==> src/rtl/lab5.sv <==
// lab5: fixed birthday digit ROM (19990815) addressed by sel.
// out is a pure sum-of-products decode of sel; out_q and seg are the
// registered digit and its seven-segment pattern (a..g on seg[6:0]).
module lab5 (
    input  logic       CLK,
    input  logic       RST,
    input  logic [2:0] sel,
    output logic [3:0] out,
    output logic [3:0] out_q,
    output logic [6:0] seg
);

    // Digit table, sel -> BCD:
    //   sel : 0 1 2 3 4 5 6 7
    //   out : 1 9 9 9 0 8 1 5
    // Bit 3 is set for sel 1,2,3,5; bit 2 only for sel 7; bit 1 never;
    // bit 0 for sel 0,1,2,3,6,7. The equations below are the minimised
    // sum-of-products covers of those minterm sets.
    logic s2;
    logic s1;
    logic s0;

    assign s2 = sel[2];
    assign s1 = sel[1];
    assign s0 = sel[0];

    // Combinational digit decode, independent of CLK and RST
    assign out[3] = (~s2 & s1) | (~s1 & s0);
    assign out[2] = s2 & s1 & s0;
    assign out[1] = 1'b0;
    assign out[0] = ~s2 | s1;

    // Standard active-high seven-segment pattern, seg[6]=a .. seg[0]=g.
    // Codes 10..15 are blank.
    function automatic logic [6:0] seg_decode(input logic [3:0] d);
        logic [6:0] p;
        p = 7'h00;
        case (d)
            4'd0:    p = 7'h7E;
            4'd1:    p = 7'h30;
            4'd2:    p = 7'h6D;
            4'd3:    p = 7'h79;
            4'd4:    p = 7'h33;
            4'd5:    p = 7'h5B;
            4'd6:    p = 7'h5F;
            4'd7:    p = 7'h70;
            4'd8:    p = 7'h7F;
            4'd9:    p = 7'h7B;
            default: p = 7'h00;
        endcase
        return p;
    endfunction

    // Register the digit and its pattern together; reset blanks both and wins over the load
    always_ff @(posedge CLK) begin
        if (RST) begin
            out_q <= 4'd0;
            seg   <= 7'h00;
        end else begin
            out_q <= out;
            seg   <= seg_decode(out);
        end
    end

endmodule

==> config.mk <==
export PLATFORM = sky130hd
export DESIGN_NAME = lab5
export DESIGN_NICKNAME = d
export VERILOG_FILES = /design/src/rtl/lab5.sv
export SDC_FILE = /design/constraint.sdc
export NUM_CORES = 1
export LEC_CHECK = 0
export CORE_AREA = 10 10 47 49
export CTS_CLUSTER_SIZE = 30
export DETAILED_ROUTE_END_ITERATION = 6
export DIE_AREA = 0 0 57 59
export PLACE_DENSITY = 0.68
export RECOVER_POWER = 50
export SKIP_CTS_REPAIR_TIMING = 1
export SLEW_MARGIN = 0
export SYNTH_ARGS = -nofsm -noshare
export SYNTH_HDL_FRONTEND = slang
export SYNTH_SLANG_ARGS = --single-unit
==> constraint.sdc <==
create_clock -name CLK -period 1.6 [get_ports CLK]
set_input_delay 0.32 -clock CLK [delete_from_list [all_inputs] [get_ports CLK]]
set_output_delay 0.32 -clock CLK [all_outputs]
set_load 0.03 [all_outputs]
* Word level (Yosys, flattened, before mapping)
Memories as Yosys holds them, arrays and structs flattened. A register that Yosys moved wholly into a read port is not among the register bits.
Index checks and enable logic that the tools add are counted.
** Storage, ports and cells
- Flip-flop bits (word level) :: 4
- ROM bits :: 112
- Bits of input ports :: 5
- Output and inout port bits :: 15
- Logic and storage cells :: 11
- Memories :: 1
** Operators by class
- Bitwise operators :: 8
** Memories
- (name not given) :: words 16, bits a word 7, rd ports 1, clocked after memory_dff 1, wr ports 0, RTL line 38 : case (d)
** Operators by type and width (count)
- $and A1 B1 Y1 :: 4
- $not A1 Y1 :: 2
- $or A1 B1 Y1 :: 2

* Longest topological paths before layout
Gate-level depths: netlist of the first run.
- Depth in word-level cells :: 3
- Mapped depth :: 4
- Mapped depth without buffers :: 4

* Worst setup path before layout of the first run
No wires, ideal clock.
- Kind :: input-to-reg
- Start :: input port sel[1]
- End :: register seg[0]
- Library setup time :: 0.117 ns
- Arrival time :: 1.098 ns
- Required time :: 1.483 ns
- Slack :: 0.384 ns
- Stages :: 4
- Buffers on the path :: 0
- Path through :: nand2b_4 nand2_1 ha_1 nor2b_1
** Between the ends
- Longest elaborated chain between the ends :: 3
- Elaborated cells between the ends (all ways) :: 7
- Classes of those cells :: 7 x bitwise
** RTL lines
- from (decl) :: RTL line 7 : input logic [2:0] sel,
- $not A1 Y1 :: RTL line 28 : assign out[3] = (~s2 & s1) | (~s1 & s0);
- $and A1 B1 Y1 :: RTL line 28
- $or A1 B1 Y1 (*) :: RTL line 28
- net out[3] :: RTL line 8 : output logic [3:0] out,
- to (decl) :: RTL line 10 : output logic [6:0] seg
Mark *: on every way through the listed nets, which the timed path passes. The rest lies on a longest branch.
A chain may end at the register's enable or synchronous reset.

* Final worst setup path of the first run
- Start :: input port sel[0]
- End :: output port out[3]
** Between the ends
- Longest elaborated chain between the ends :: 2
** RTL lines (RTL line)
- $and A1 B1 Y1 :: 28
- $or A1 B1 Y1 :: 28
- to (decl) :: 8
Every way passes these cells.

==> results of run 1 <==
==> cell type report <==
cell class | count | area share [%]
repair buffers | 23 | 33.7
inverters | 3 | 1.88
multi-input cells | 20 | 26.4
clock inverters | 1 | 0.837
flip-flops and latches | 9 | 30.1
clock buffers | 3 | 3.77
well taps | 16 | 3.35
==> state kept, by name, summed over array words and instances (netlist names) <==
register,flops
out_q,3
seg,6
==> cell families (layout without fill, tap and decap cells) <==
group	count (synthesis)	in the layout	share of synthesized area, %
simple gates	10	10	19.4
flops	9	9	49.0
buf+inv	7	30	10.5
fa+ha+maj	4	4	13.6
compound gates	4	4	6.46
other cells	1	2	1.02
==> metal layers <==
layer  track usage (%)  up-vias  share of wire [%]
li1                  -      154                  -
met1              3.35      125                 39
met2              7.44       14                 49
met3              1.93        2                8.1
met4              6.04        0                3.6
met5                 0        -                  0
==> how the worst max path moves through the flow <==
stage,start,to,slack [ps],cells past startpoint
after global placement,sel[1],out[3],20,5
final,sel[0],out[3],50,5
after detailed placement,sel[1],out[3],3,5
after global routing,sel[0],out[3],3,5
after CTS,sel[1],out[3],3,5
after floorplan,sel[1],seg[0],380,4
==> cells in the final DEF, fill, tap and decap left out, drive strengths merged <==
cell type,n
a21oi,1
a31oi,3
buf,9
clkbuf,5
clkdlybuf4s50,11
clkinv,1
conb,2
dfxtp,9
dlymetal6s2s,1
ha,4
inv,3
nand2,1
nand2b,3
nand3,1
nor2,3
nor2b,2
==> worst max-delay path, cell delays in order <==
cell,delay [ps]
sky130_fd_sc_hd__clkdlybuf4s50_1,490
sky130_fd_sc_hd__buf_4,130
sky130_fd_sc_hd__nand2b_4,50
sky130_fd_sc_hd__nand2_1,100
sky130_fd_sc_hd__buf_6,140
==> power by group <==
part           switching [mW]  total (mW)  internal (mW)
clock network          0.0734       0.165         0.0917
registers             0.00338       0.242          0.239
logic                  0.0814       0.141         0.0596
total                   0.158       0.548          0.390
==> metrics.txt, run 1 <==
# TYPE chip_impl_metric gauge
chip_impl_info{name="cp-end-kind",value="primary output"} 1
chip_impl_metric{name="first_iter_violations",unit=""} 0
chip_impl_metric{name="finalWorstSetupSlack",unit="ps"} 46.4
chip_impl_metric{name="overall_global_routing_usage",unit="%"} 4.46
chip_impl_metric{name="fp.dieH",unit="um"} 59
chip_impl_metric{name="grt_max_degree",unit=""} 10
chip_impl_info{name="synth.top_cells.by_count",value="sky130_fd_sc_hd__dfxtp_1 (9), sky130_fd_sc_hd__ha_1 (4), sky130_fd_sc_hd__a31oi_1 (3), sky130_fd_sc_hd__buf_4 (3)"} 1
chip_impl_metric{name="yosys_register_bits",unit=""} 9
chip_impl_metric{name="worst_setup_hold_path_clk_slew",unit="ps"} 60
chip_impl_metric{name="finish.cell_count_without_fillers",unit=""} 75
chip_impl_metric{name="longest_clk_path_bufs",unit=""} 2
chip_impl_info{name="timing_worst_setup_path_type",value="input port to primary output"} 1
chip_impl_info{name="hp-class",value="input port to register"} 1
chip_impl_info{name="synth_top_cell_by_area",value="sky130_fd_sc_hd__dfxtp_1"} 1
chip_impl_metric{name="place_ws",unit="ps"} 3.02
chip_impl_metric{name="hold-worst-slack",unit="ps"} 522
chip_impl_metric{name="row_count",unit=""} 14
chip_impl_metric{name="area_delta_synth_final",unit="%"} 62.6
chip_impl_metric{name="grt_pass1_wl",unit="mm"} 1.15
chip_impl_metric{name="timing.final.hold_violations",unit=""} 0
chip_impl_metric{name="fill_cells",unit=""} 152
chip_impl_metric{name="synthesized_area_per_cell",unit="sq um"} 10.5
chip_impl_metric{name="core_area",unit="sq um"} 1400
chip_impl_info{name="synth_top_flop_cell",value="sky130_fd_sc_hd__dfxtp_1"} 1
chip_impl_metric{name="syn_inst",unit=""} 35
chip_impl_metric{name="design.die.area",unit="sq um"} 3360
chip_impl_metric{name="synth-warning-count",unit=""} 0
chip_impl_metric{name="synth_async_sr_flop_share",unit="%"} 0
chip_impl_metric{name="detail_route.vias_per_cell",unit=""} 3.93
chip_impl_info{name="setup.worst_path.start_class",value="input port"} 1
chip_impl_metric{name="post_synth_instance_area",unit="sq um"} 368
chip_impl_metric{name="io_pins",unit=""} 20
chip_impl_metric{name="remaining_drc_errors",unit=""} 0
chip_impl_info{name="hold_end",value="out_q[2]"} 1
chip_impl_metric{name="die-width",unit="um"} 57
chip_impl_metric{name="clock-sinks",unit=""} 9
chip_impl_metric{name="timing.final.crit_share",unit="%"} 97.1
chip_impl_metric{name="power_density",unit="nW/um^2"} 916
chip_impl_metric{name="critPathRequiredTime",unit="ps"} 1280
chip_impl_metric{name="finalPower",unit="mW"} 0.548
chip_impl_metric{name="floorplan.initialDensity",unit="%"} 26.3
chip_impl_metric{name="detailedRoute.firstPassIterationCount",unit=""} 1
chip_impl_metric{name="synth_seq_area_share",unit="%"} 49.0
chip_impl_metric{name="hold-path-cell-count",unit=""} 4
chip_impl_metric{name="setup_viol_count_final",unit=""} 0
chip_impl_metric{name="cp_data_arrival_time",unit="ps"} 1230
chip_impl_metric{name="postLayoutCoreUtil",unit="%"} 42.7
chip_impl_info{name="worstHoldStart",value="sel[1]"} 1
chip_impl_metric{name="vdd_ir_drop_max",unit="mV"} 0.333
chip_impl_metric{name="dp_hpwl",unit="um"} 664
chip_impl_metric{name="multi_input_area",unit="sq um"} 158
chip_impl_metric{name="post_synth_num_cell_types",unit=""} 16
chip_impl_metric{name="dp_cells",unit=""} 71
chip_impl_metric{name="fin_area",unit="sq um"} 598
chip_impl_info{name="cts_tree",value="done"} 1
chip_impl_metric{name="total_count_of_max_transition_violations_in_the_final_report",unit=""} 0
chip_impl_metric{name="area.sequential",unit="sq um"} 180
chip_impl_metric{name="lkg_pwr",unit="nW"} 0.290
chip_impl_metric{name="finalWeightedCongestion",unit=""} 0.750
chip_impl_metric{name="cts_buffers",unit=""} 3
chip_impl_metric{name="wl_per_cell",unit="um"} 10.0
chip_impl_metric{name="dpl-instance-area",unit="sq um"} 572
chip_impl_info{name="root_buffer",value="sky130_fd_sc_hd__clkbuf_4"} 1
chip_impl_metric{name="timing.max_cap.violations",unit=""} 0
chip_impl_metric{name="number_of_antenna_violations_at_the_first_check_in_global_routing",unit=""} 0
chip_impl_metric{name="synthDominantCellAreaShare",unit="%"} 49.0
chip_impl_metric{name="ant_nets",unit=""} 0
chip_impl_metric{name="port_buffers",unit=""} 17
chip_impl_metric{name="vias",unit=""} 295
chip_impl_metric{name="crit_fanout",unit=""} 2
chip_impl_info{name="run_status",value="finished clean"} 1
chip_impl_metric{name="finish.net_count",unit=""} 69
chip_impl_metric{name="overall_routed_net_length",unit="um"} 750
chip_impl_metric{name="antennaDiodeCount",unit=""} 0
chip_impl_info{name="synth.area.top_cells",value="sky130_fd_sc_hd__dfxtp_1 (49%), sky130_fd_sc_hd__ha_1 (14%), sky130_fd_sc_hd__nand2b_4 (7.5%)"} 1
chip_impl_info{name="unrepaired_setup_endpoints_after_global_routing",value="false"} 1
chip_impl_metric{name="synth_edf_count",unit=""} 0
chip_impl_metric{name="tns",unit="ps"} 0
chip_impl_metric{name="timing.fmax",unit="MHz"} 644
chip_impl_info{name="post-synth-top-count-cell",value="sky130_fd_sc_hd__dfxtp_1"} 1
chip_impl_metric{name="htree_num_levels",unit=""} 1
chip_impl_metric{name="timing.final.crit_period",unit="ps"} 1550
chip_impl_metric{name="via_count_of_the_first_global_routing_pass",unit=""} 302
chip_impl_metric{name="globalRouteOverflowTotal",unit=""} 0
chip_impl_metric{name="post_route_cells_drive_above_1_share",unit="%"} 32.2
(Power assumes the default switching activity.)
==> run 2: changes to the inputs <==
Clock period 1.6 ns to 1.89 ns, I/O delays scaled along.
==> metrics.txt, run 2 (same netlist as run 1, synthesis figures left out) <==
# TYPE chip_impl_metric gauge
chip_impl_metric{name="cts_buffers",unit=""} 3
chip_impl_metric{name="floorplan.initialDensity",unit="%"} 26.3
chip_impl_metric{name="design.die.area",unit="sq um"} 3360
chip_impl_metric{name="area.sequential",unit="sq um"} 180
chip_impl_metric{name="worst_setup_hold_path_clk_slew",unit="ps"} 50
chip_impl_metric{name="dp_hpwl",unit="um"} 623
chip_impl_metric{name="power_density",unit="nW/um^2"} 835
chip_impl_info{name="mostFrequentLayoutCell",value="sky130_fd_sc_hd__clkdlybuf4s50_1"} 1
chip_impl_metric{name="timing.final.crit_share",unit="%"} 95.3
chip_impl_metric{name="overall_global_routing_usage",unit="%"} 4.55
chip_impl_metric{name="htree_num_levels",unit=""} 1
chip_impl_info{name="timing_worst_setup_path_type",value="input port to primary output"} 1
chip_impl_metric{name="tns",unit="ps"} 0
chip_impl_metric{name="finalWeightedCongestion",unit=""} 0.778
chip_impl_metric{name="critPathRequiredTime",unit="ps"} 1510
chip_impl_metric{name="area_delta_synth_final",unit="%"} 49.7
chip_impl_metric{name="total_count_of_max_transition_violations_in_the_final_report",unit=""} 0
chip_impl_info{name="reg.largest.list",value="seg x6, out_q x3"} 1
chip_impl_metric{name="finish.net_count",unit=""} 63
chip_impl_metric{name="timing.final.hold_violations",unit=""} 0
chip_impl_info{name="hp-class",value="input port to register"} 1
chip_impl_info{name="cp-end-kind",value="primary output"} 1
chip_impl_metric{name="detailedRoute.firstPassIterationCount",unit=""} 2
chip_impl_metric{name="fill_cells",unit=""} 152
chip_impl_metric{name="hold-path-cell-count",unit=""} 3
chip_impl_metric{name="die-width",unit="um"} 57
chip_impl_metric{name="grt_pass1_wl",unit="mm"} 1.09
chip_impl_info{name="cts_tree",value="done"} 1
chip_impl_metric{name="vdd_ir_drop_max",unit="mV"} 0.304
chip_impl_metric{name="vias",unit=""} 271
chip_impl_info{name="most-common-layout-cells",value="sky130_fd_sc_hd__clkdlybuf4s50_1 (12), sky130_fd_sc_hd__dfxtp_1 (9), sky130_fd_sc_hd__ha_1 (4)"} 1
chip_impl_info{name="root_buffer",value="sky130_fd_sc_hd__clkbuf_4"} 1
chip_impl_metric{name="row_count",unit=""} 14
chip_impl_metric{name="overall_routed_net_length",unit="um"} 733
chip_impl_metric{name="detail_route.vias_per_cell",unit=""} 3.93
chip_impl_metric{name="globalRouteOverflowTotal",unit=""} 0
chip_impl_metric{name="remaining_drc_errors",unit=""} 0
chip_impl_info{name="regMostFlops",value="seg"} 1
chip_impl_metric{name="antennaDiodeCount",unit=""} 0
chip_impl_metric{name="max_ffs_per_register",unit=""} 6
chip_impl_metric{name="first_iter_violations",unit=""} 1
chip_impl_metric{name="post_route_cells_drive_above_1_share",unit="%"} 17.0
chip_impl_metric{name="core_area",unit="sq um"} 1400
chip_impl_metric{name="fp.dieH",unit="um"} 59
chip_impl_metric{name="ant_nets",unit=""} 0
chip_impl_metric{name="grt_max_degree",unit=""} 10
chip_impl_metric{name="setup_viol_count_final",unit=""} 0
chip_impl_metric{name="io_pins",unit=""} 20
chip_impl_metric{name="crit_fanout",unit=""} 4
chip_impl_metric{name="multi_input_area",unit="sq um"} 150
chip_impl_metric{name="timing.fmax",unit="MHz"} 555
chip_impl_metric{name="timing.max_cap.violations",unit=""} 0
chip_impl_metric{name="number_of_antenna_violations_at_the_first_check_in_global_routing",unit=""} 0
chip_impl_metric{name="cp_data_arrival_time",unit="ps"} 1420
chip_impl_metric{name="port_buffers",unit=""} 17
chip_impl_info{name="worstHoldStart",value="sel[0]"} 1
chip_impl_metric{name="longest_clk_path_bufs",unit=""} 2
chip_impl_info{name="unrepaired_setup_endpoints_after_global_routing",value="false"} 1
chip_impl_metric{name="timing.final.crit_period",unit="ps"} 1800
chip_impl_metric{name="finalWorstSetupSlack",unit="ps"} 89.6
chip_impl_info{name="run_status",value="finished clean"} 1
chip_impl_metric{name="wl_per_cell",unit="um"} 10.6
chip_impl_info{name="hold_end",value="out_q[3]"} 1
chip_impl_metric{name="lkg_pwr",unit="nW"} 0.259
chip_impl_info{name="setup.worst_path.start_class",value="input port"} 1
chip_impl_metric{name="place_ws",unit="ps"} 76.2
chip_impl_metric{name="via_count_of_the_first_global_routing_pass",unit=""} 264
chip_impl_metric{name="clock-sinks",unit=""} 9
-- run 2: changes by cell type in the layout (fill, tap and decap cells not counted), sizes merged --
cell,change
clkinv,-1
buf,-6
clkbuf,-1
dlygate4sd3,+2
dlymetal6s2s,-1
clkdlybuf4s50,+1
-- run 2: cell type report --
class	instances	share of cell area [%]
Sequential cell	9	32.7
Tap cell	16	3.64
Clock buffer	4	4.77
Multi-Input combinational cell	20	27.3
Inverter	3	2.05
Timing Repair Buffer	17	29.5
-- run 2: worst max-delay path by stage --
stage	from	to	slack [ps]	cells after the start
detailed placement	sel[1]	out[2]	80	4
global placement	sel[1]	out[2]	110	4
finish	sel[1]	out[2]	90	4
global route	sel[1]	out[2]	20	4
CTS	sel[1]	out[2]	80	4
floorplan	sel[1]	seg[0]	620	4
-- run 2: power breakdown --
group / leakage [nW] / internal (mW) / switching [mW]
Sequential: 0.0750 / 0.202 / 0.00306
Combinational: 0.169 / 0.0452 / 0.0658
Clock: 0.0150 / 0.0810 / 0.0626
Total: 0.259 / 0.328 / 0.131
-- run 2: layer usage --
metal	global-route usage, %	share of wire (%)	vias up
li1	-	-	142
met1	3.35	34	109
met2	6.20	48	15
met3	2.15	11	5
met4	9.06	7.0	0
met5	0	0	-
-- run 2: metrics by stage --
| stage | utilization [%] | hold WS [ps] | area [sq um] | power, mW | std cells |
|---|---|---|---|---|---|
| final | 39.3 | 806 | 551 | 0.460 | 69 |
| after global routing | 39.3 | 814 | 551 | 0.486 | 69 |
| after CTS | 39.5 | 802 | 553 | 0.468 | 69 |
| after detailed placement | 37.6 | 1080 | 527 | 0.324 | 65 |
| after global placement | 37.6 | 1070 | 527 | 0.323 | 65 |
| after floorplan | - | 544 | 372 | 0.281 | 36 |
-- run 2: critical path, cell delays in order --
cell and delay (ps):
sky130_fd_sc_hd__clkdlybuf4s50_1 560, sky130_fd_sc_hd__nand3_1 170, sky130_fd_sc_hd__inv_1 140, sky130_fd_sc_hd__buf_4 170
